## src/rtl/cb_dina_pkg.sv

```systemverilog
// Shared definitions for the CB write-data lane mapper: mode codes,
// scalar source ordering and FSM state encoding.
package cb_dina_pkg;

   localparam logic [1:0] CB_DINA_NONE    = 2'b00;
   localparam logic [1:0] CB_DINA_GENERIC = 2'b01;
   localparam logic [1:0] CB_DINA_XYXITA  = 2'b10;
   localparam logic [1:0] CB_DINA_LXLY    = 2'b11;

   localparam int SRC_X    = 0;
   localparam int SRC_Y    = 1;
   localparam int SRC_XITA = 2;
   localparam int SRC_LKX  = 3;
   localparam int SRC_LKY  = 4;

   // fixed-mode element counts derived from the source ordering
   localparam int XYXITA_CNT = SRC_XITA - SRC_X + 32'sd1;
   localparam int LXLY_CNT   = SRC_LKY - SRC_LKX + 32'sd1;

   localparam logic [1:0] ST_IDLE = 2'd0;
   localparam logic [1:0] ST_EMIT = 2'd1;
   localparam logic [1:0] ST_DONE = 2'd2;

endpackage

```

## src/rtl/cb_lane_place.sv

```systemverilog
// Places one data word onto a single lane of an L-lane bus and
// produces the matching one-hot write enable.
module cb_lane_place #(
   parameter int L       = 4,
   parameter int DW      = 32,
   parameter int LANE_DW = 2
) (
   input  logic [DW-1:0]      word,
   input  logic [LANE_DW-1:0] lane,
   output logic [L*DW-1:0]    bus,
   output logic [L-1:0]       en
);

   // lane decode: selected lane gets the word, all others stay zero
   always_comb begin
      bus = '0;
      en  = '0;
      for (int i = 0; i < L; i++) begin
         if (LANE_DW'(i) == lane) begin
            bus[i*DW +: DW] = word;
            en[i]           = 1'b1;
         end else begin
            bus[i*DW +: DW] = '0;
            en[i]           = 1'b0;
         end
      end
   end

endmodule

```

## src/rtl/cb_dina_seq_map.sv

```systemverilog
// Snapshots scalar EKF sources on a start command and streams them one
// element per beat onto an L-lane CB write bus with valid/ready handshake.
module cb_dina_seq_map
   import cb_dina_pkg::*;
#(
   parameter int L       = 4,
   parameter int RSA_DW  = 32,
   parameter int NSRC    = 5,
   parameter int MODE_DW = 2,
   parameter int IDX_DW  = $clog2(NSRC + 1),
   parameter int LANE_DW = (L > 1) ? $clog2(L) : 1
) (
   input  logic                     clk,
   input  logic                     sys_rst,
   input  logic                     start,
   input  logic [MODE_DW-1:0]       mode,
   input  logic [IDX_DW-1:0]        gen_base,
   input  logic [IDX_DW-1:0]        gen_cnt,
   input  logic [NSRC*RSA_DW-1:0]   src_vec,
   output logic                     busy,
   output logic                     out_valid,
   input  logic                     out_ready,
   output logic [L*RSA_DW-1:0]      CB_dina,
   output logic [L-1:0]             CB_wea,
   output logic [LANE_DW-1:0]       lane_idx,
   output logic                     done
);

   logic [1:0]               state_r;
   logic [NSRC*RSA_DW-1:0]   snap_r;
   logic [IDX_DW-1:0]        base_r;
   logic [IDX_DW-1:0]        cnt_r;
   logic [IDX_DW-1:0]        k_r;
   logic [LANE_DW-1:0]       lane_r;
   logic                     busy_r;
   logic                     out_valid_r;
   logic [L*RSA_DW-1:0]      dina_r;
   logic [L-1:0]             wea_r;
   logic [LANE_DW-1:0]       lane_idx_r;
   logic                     done_r;

   logic                     mode_ok_s;
   logic [IDX_DW-1:0]        base_s;
   logic [IDX_DW-1:0]        eff_cnt_s;
   logic [LANE_DW-1:0]       lane_next_s;
   logic [RSA_DW-1:0]        place_word_s;
   logic [LANE_DW-1:0]       place_lane_s;
   logic [L*RSA_DW-1:0]      place_bus_s;
   logic [L-1:0]             place_en_s;
   logic                     last_beat_s;

   // out-of-range indices yield zero rather than wrapping into a neighbour
   function automatic logic [RSA_DW-1:0] pick(input logic [NSRC*RSA_DW-1:0] v,
                                              input logic [IDX_DW-1:0] idx);
      logic [RSA_DW-1:0] w;
      w = '0;
      for (int i = 0; i < NSRC; i++) begin
         if (IDX_DW'(i) == idx) begin
            w = v[i*RSA_DW +: RSA_DW];
         end
      end
      return w;
   endfunction

   assign mode_ok_s   = (mode != MODE_DW'(CB_DINA_NONE));
   assign lane_next_s = (lane_r == LANE_DW'(L - 1)) ? '0 : lane_r + LANE_DW'(1);
   assign last_beat_s = (k_r == cnt_r - IDX_DW'(1));

   // mode table: window base and effective element count
   always_comb begin
      base_s    = '0;
      eff_cnt_s = '0;
      case (mode)
         MODE_DW'(CB_DINA_XYXITA): begin
            base_s    = IDX_DW'(SRC_X);
            eff_cnt_s = IDX_DW'(XYXITA_CNT);
         end
         MODE_DW'(CB_DINA_LXLY): begin
            base_s    = IDX_DW'(SRC_LKX);
            eff_cnt_s = IDX_DW'(LXLY_CNT);
         end
         MODE_DW'(CB_DINA_GENERIC): begin
            base_s = gen_base;
            if (gen_base >= IDX_DW'(NSRC)) begin
               eff_cnt_s = '0;
            end else if (gen_cnt > IDX_DW'(NSRC) - gen_base) begin
               eff_cnt_s = IDX_DW'(NSRC) - gen_base;
            end else begin
               eff_cnt_s = gen_cnt;
            end
         end
         default: begin
            base_s    = '0;
            eff_cnt_s = '0;
         end
      endcase
   end

   // first beat comes straight from the live sources; later beats from the snapshot
   always_comb begin
      if (state_r == ST_IDLE) begin
         place_word_s = pick(src_vec, base_s);
         place_lane_s = '0;
      end else begin
         place_word_s = pick(snap_r, base_r + k_r + IDX_DW'(1));
         place_lane_s = lane_next_s;
      end
   end

   cb_lane_place #(
      .L       (L),
      .DW      (RSA_DW),
      .LANE_DW (LANE_DW)
   ) u_place (
      .word (place_word_s),
      .lane (place_lane_s),
      .bus  (place_bus_s),
      .en   (place_en_s)
   );

   // sequencer FSM, beat counters, snapshot bank and registered outputs
   always_ff @(posedge clk) begin
      if (sys_rst) begin
         state_r     <= ST_IDLE;
         snap_r      <= '0;
         base_r      <= '0;
         cnt_r       <= '0;
         k_r         <= '0;
         lane_r      <= '0;
         busy_r      <= 1'b0;
         out_valid_r <= 1'b0;
         dina_r      <= '0;
         wea_r       <= '0;
         lane_idx_r  <= '0;
         done_r      <= 1'b0;
      end else begin
         case (state_r)
            ST_IDLE: begin
               if (start && mode_ok_s) begin
                  snap_r <= src_vec;
                  base_r <= base_s;
                  cnt_r  <= eff_cnt_s;
                  k_r    <= '0;
                  lane_r <= '0;
                  busy_r <= 1'b1;
                  if (eff_cnt_s == '0) begin
                     state_r <= ST_DONE;
                     done_r  <= 1'b1;
                  end else begin
                     state_r     <= ST_EMIT;
                     out_valid_r <= 1'b1;
                     dina_r      <= place_bus_s;
                     wea_r       <= place_en_s;
                     lane_idx_r  <= place_lane_s;
                  end
               end
            end
            ST_EMIT: begin
               if (out_valid_r && out_ready) begin
                  if (last_beat_s) begin
                     state_r     <= ST_DONE;
                     out_valid_r <= 1'b0;
                     dina_r      <= '0;
                     wea_r       <= '0;
                     lane_idx_r  <= '0;
                     done_r      <= 1'b1;
                  end else begin
                     k_r        <= k_r + IDX_DW'(1);
                     lane_r     <= lane_next_s;
                     dina_r     <= place_bus_s;
                     wea_r      <= place_en_s;
                     lane_idx_r <= place_lane_s;
                  end
               end
            end
            ST_DONE: begin
               state_r <= ST_IDLE;
               done_r  <= 1'b0;
               busy_r  <= 1'b0;
            end
            default: begin
               state_r     <= ST_IDLE;
               busy_r      <= 1'b0;
               out_valid_r <= 1'b0;
               dina_r      <= '0;
               wea_r       <= '0;
               lane_idx_r  <= '0;
               done_r      <= 1'b0;
            end
         endcase
      end
   end

   assign busy      = busy_r;
   assign out_valid = out_valid_r;
   assign CB_dina   = dina_r;
   assign CB_wea    = wea_r;
   assign lane_idx  = lane_idx_r;
   assign done      = done_r;

endmodule
```

## config.mk

```make
export PLATFORM = sky130hd
export DESIGN_NAME = cb_dina_seq_map
export DESIGN_NICKNAME = d
export VERILOG_FILES = /design/src/rtl/cb_dina_pkg.sv /design/src/rtl/cb_lane_place.sv /design/src/rtl/cb_dina_seq_map.sv
export SDC_FILE = /design/constraint.sdc
export NUM_CORES = 1
export LEC_CHECK = 0
export BUFFER_PORTS_ARGS = -buffer_cell sky130_fd_sc_hd__buf_2
export CORE_AREA = 2 2 185 187
export DETAILED_ROUTE_END_ITERATION = 10
export DIE_AREA = 0 0 187 189
export PLACE_DENSITY = 0.67
export REMOVE_ABC_BUFFERS = 1
export SYNTH_ARGS = -nofsm -noshare
export SYNTH_HDL_FRONTEND = slang
export SYNTH_SLANG_ARGS = --single-unit
```

## constraint.sdc

```tcl
create_clock -name clk -period 3.8 [get_ports clk]
set_clock_uncertainty 0.2 [all_clocks]
set_input_delay 0.57 -clock clk [delete_from_list [all_inputs] [get_ports clk]]
set_output_delay 0.57 -clock clk [all_outputs]
set_load 0.02 [all_outputs]
```

# [After elaboration in Yosys (flattened, before gate mapping)]
# Index checks and enable logic that the tools add are counted.
[word_totals] register_bits=310 latchBits=0 mem_bits_rw=0 romBits=0 in_bits=172 out_inout_bits=137 mem_count=0
[op_classes] n_addsub=6 multipliers=0 div_mod_pow=0 magnitude_cmp=2 eq_ne=24 shifts=0 n_mux=65 bitwise=2 n_reduce_logical=16
[op_table] op="128-bit 2-to-1 mux" count=4
[op_table] op="32-bit 2-to-1 mux" count=15
[op_table] op="128-bit case mux with 3 select lines" count=1
[op_table] op="2-bit 2-to-1 mux" count=13
[op_table] op="4-bit 2-to-1 mux" count=4
[op_table] op="3-bit 2-to-1 mux" count=5
[op_table] op="1-bit 2-to-1 mux" count=13
[op_table] op="2-bit by 3-bit equality test with 1-bit output, first input constant" count=4
[op_table] op="3-bit case mux with 2 select lines" count=2
[op_table] op="4-bit case mux with 3 select lines" count=1
[op_table] op="4-bit AND reduction" count=3
[op_table] op="3-bit zero test" count=3
[op_table] op="3-bit case mux with 3 select lines" count=1
[op_table] op="2-bit equality test, second input constant" count=4
[op_table] op="2-bit inequality test, second input constant" count=4
[op_table] op="2-bit case mux with 2 select lines" count=2
[op_table] op="3-bit by 1-bit adder with 3-bit output, second input constant" count=2
[op_table] op="1-bit by 3-bit equality test with 1-bit output, first input constant" count=2
[op_table] op="3-bit equality test, first input constant" count=2
[op_table] op="2-bit case mux with 3 select lines" count=1
[op_table] op="5-bit AND reduction" count=1
[op_table] op="2-bit by 1-bit equality test with 1-bit output, second input constant" count=2
[op_table] op="2-bit equality test, first input constant" count=2
[op_table] op="2-bit zero test" count=2
[op_table] op="other kinds (16)" count=22

# [Depth between registers and ports, before layout]
[logic_depth] ltp_word=13 ltp_mapped=15 depth_no_buf=10

# [Hierarchy]
# From an unflattened synthesis, not the netlist that was laid out.
[unflattened] cells_unflattened=1921 area_unflattened_um2=15969.1
[modules_own_cells] mod="cb_dina_seq_map" instances=1 cells_per_inst=1761 area_each_um2=14690.3 seq_area_each_um2=6206.0
[modules_own_cells] mod="cb_lane_place" instances=1 cells_per_inst=160 area_each_um2=1278.7 seq_area_each_um2=0.0

# [Least setup slack after synthesis]
# OpenSTA, ideal clock, no wires.
[synth_timing] kind="input -> register" from="in gen_base[1]" to="reg dina_r[5], in the netlist CB_dina[5]" setup_ns=0.122 t_arrival_ns=3.136 required_ns=3.478 path_slack_ns=0.343 stages=14 path_buffers=4 path_cell_list="buf_2 > buf_2 > buf_2 > inv_1 > ha_1 > inv_1 > ha_1 > nand3_1 > o21a_1 > a21oi_1 > o31a_2 > clkbuf_1 > or3_1 > o311a_1"
[synth_via] elab_chain_len=12
[synth_rtl] item="start, declared" line_no="cb_dina_seq_map.sv:17" rtl="input logic [IDX_DW-1:0] gen_base,"
[synth_rtl] item="branches (longest 12 deep; another with 3-bit subtractor)"
[synth_rtl] item="end signal, assigned" line_no="cb_dina_seq_map.sv:152" rtl="dina_r <= place_bus_s;"
[synth_rtl] item="end signal, assigned" line_no="cb_dina_seq_map.sv:170" rtl="dina_r <= place_bus_s;"
[synth_rtl] item="end, declared" line_no="cb_dina_seq_map.sv:37" rtl="logic [L*RSA_DW-1:0] dina_r;"
# Several ways; the timed one is not identified. The select of a mux whose other input is x is not followed.
# A chain may end at the register's enable or synchronous reset.

# [Worst setup path in the final report]
[layout_timing] from="in gen_base[1]" to="reg dina_r[15], in the netlist CB_dina[15]"
# The elaborated chain is that of the path after synthesis.

==> flow_summary.ini <==
[outcome]
status = completed

[cells_and_area]
drive_gt1_share_pct = 23.1
seq_area_um2 = 6210
multiInputGateArea_um2 = 7710
fin_nets = 2202
fin_util_pct = 53.9
fillers = 3141
stdcell_count = 2502
syn_to_final_growth_pct = 21.6

[setup_path]
setup.worst_path.end_class = flop
path_class = in -> reg
critPathLaunchType = primary input
cpMaxStageDelayCell = nor3_4
cp_cell_sequence = buf_2 > inv_1 > ha_1 > inv_1 > ha_1 > nand3_1 > o21a_1 > a21oi_1 > o31a_2 > nor3_4 > buf_12 > a22o_1
cp_max_fo = 48
worstPathArrival_ns = 3.42
worstPathRequired_ns = 4.06
slowest_delay_ns = 0.53
reg2regPathDepth = 10

[run]
max-cap-violations = 0

[power]
finalPower_mw = 8.84
p_leak_nw = 7.30
powerDensity_nw_per_um2 = 493
irDropWorstVdd_uv = 340

[drt]
routedWlPerCell_um = 21.3
ant_nets = 0
drt_first_iter_violations = 1673
first_pass_iters = 6
drcViolationCount = 0
num_vias = 14800
wirelength_um = 53200
via_per_inst = 5.92

[cts]
cts_hold_buf = 0
max-clock-path-buffers = 3
cts_resized = 0
clkSlewWorstSetupHoldPaths_ns = 0.06
cts_tree = yes
postCtsSetupRepairBufs = 0
cts_root_buf = clkbuf_16
clk_latency_ns = 0.52
clock-sinks = 310
numCtsBuffers = 37
h-tree-depth = 2

[die]
die_h_um = 189
dieWidth_um = 187
start_util_pct = 44.3
row_count = 67
core_um2 = 33300
die_area_um2 = 35300
ios = 309

[sta]
finalCritPeriodShare_pct = 83.1
worst_slew_margin_rel_pct = 22.0
worst_slew_pin_slew_ns = 1.17
finalCriticalPeriod_ns = 3.16
hold_ws_ns = 0.0928
fmax_ghz = 0.317
worst_slack_ns = 0.644
rsz0062_at_grt = no
setup_viol = 0
slew_violations = 0
hold_viol = 0

[placement]
placed_cells = 2430
portBuffers = 308
gp_congestion = 0.887
post-place-ws_ns = 0.184
dpl.hpwl_um = 34300

[synthesis]
syn_avg_cell_area_um2 = 8.25
postSynth.asyncResetShare_pct = 0
ys.flop_type = dfxtp_1
ys_ff_latch = 310
synth-edff-count = 0
ys_seq_area_share_pct = 42.1
yosys_warnings = 0
synthesis.area_um2 = 14800
synth.distinct_cells = 68
synth_cells = 1789

[worst_hold_path]
hold_path.class = in -> reg
hold_depth = 3

[global_route]
grtUsageTotal_pct = 29.2
grt_max_degree = 165
grt_pass1_wl_um = 81900
grt_pass1_vias = 14300
overflow = 0
antenna_found_initial = 13
-- cells by family (layout without fill, tap and decap cells) --
group	count (synthesis)	in the layout	share of synthesized area [%]
compound gates	649	649	29.9
xor+xnor	7	7	0.721
fa+ha+maj	9	9	0.814
buf+inv	216	470	6.24
flops	310	310	42.1
mux	34	34	2.93
other cells	0	11	0
simple gates	564	564	17.3
-- cells in the mapped netlist (12+ instances only) --
cell type / instances / area, µm²
o31ai_1: 12 / 90.1
and3b_1: 25 / 219
and2_1: 28 / 175
a2bb2oi_1: 27 / 236
o21ai_0: 96 / 480
mux2i_1: 26 / 260
buf_2: 48 / 240
clkbuf_1: 95 / 357
dfxtp_1: 310 / 6210
nand2_1: 364 / 1370
o211ai_1: 30 / 225
o2bb2ai_1: 70 / 613
a21oi_1: 264 / 1320
o221ai_1: 45 / 394
nor2_1: 57 / 214
nand2b_1: 34 / 213
inv_1: 51 / 191
a22o_1: 28 / 245
o2bb2ai_2: 20 / 300
-- registers in the layout, indices dropped and copies added (netlist names) --
name       flops
snap_r       160
CB_dina      128
CB_wea         4
base_r         3
cnt_r          3
k_r            3
lane_idx       2
lane_r         2
state_r        2
busy           1
done           1
out_valid      1
-- critical path, delay by kind of cell --
family | cells | cell delay, ns
and+or+nand+nor | 2 | 0.66
buffers and inverters | 4 | 0.55
AOI/OAI and AO/OA | 4 | 0.92
adders and majority gates | 2 | 0.64
-- per-stage QoR --
step,setup TNS [ns],instance area (µm²)
floorplan,-693.52,14000
CTS,0,17900
global placement,0,16700
global route,0,17900
detailed placement,0,16700
finish,0,17900
-- final timing paths --
path / end / slack [ns] / start
max: CB_dina[15] / 0.64 / gen_base[1]
min: snap_r[78] / 0.09 / src_vec[78]
max reg2reg: CB_dina[43] / 0.67 / k_r[0]
min reg2reg: snap_r[30] / 0.25 / snap_r[30]
-- where the power goes --
| group | total (mW) | switching, mW | internal (mW) |
|---|---|---|---|
| clock network | 3.62 | 1.39 | 2.24 |
| logic | 1.71 | 1.12 | 0.587 |
| registers | 3.51 | 0.0910 | 3.41 |
| total | 8.84 | 2.60 | 6.24 |
-- final cells by class --
| type | count | share of cell area (%) |
|---|---|---|
| sequential | 310 | 34.6 |
| timing repair buffer | 357 | 11.1 |
| multi-input combinational | 1263 | 43.0 |
| inverter | 52 | 1.09 |
| clock buffer | 50 | 6.17 |
| clock inverter | 11 | 0.781 |
| tap | 448 | 3.13 |
| antenna | 11 | 0.153 |
-- cells in the final DEF, fill, tap and decap left out, types with 12 or more instances in the layout --
master,netlist,layout
a21oi_1,264,263
a22o_1,28,28
a2bb2oi_1,27,27
and2_1,28,27
and3b_1,25,25
buf_2,48,307
buf_4,7,43
clkbuf_16,0,39
dfxtp_1,310,310
inv_1,51,51
mux2i_1,26,26
nand2_1,364,363
nand2b_1,34,34
nor2_1,57,56
o211ai_1,30,30
o21ai_0,96,96
o221ai_1,45,45
o2bb2ai_1,70,70
o2bb2ai_2,20,20
o31ai_1,12,12
-- routing by layer --
layer | global-route usage, % | wire, µm | vias up
li1 | - | - | 6844
met1 | 37.9 | 21800 | 7043
met2 | 47.2 | 24700 | 787
met3 | 6.54 | 4880 | 129
met4 | 11.7 | 1880 | 4
met5 | 0 | 27 | -
Note: power is estimated with default switching activity, not from simulation.
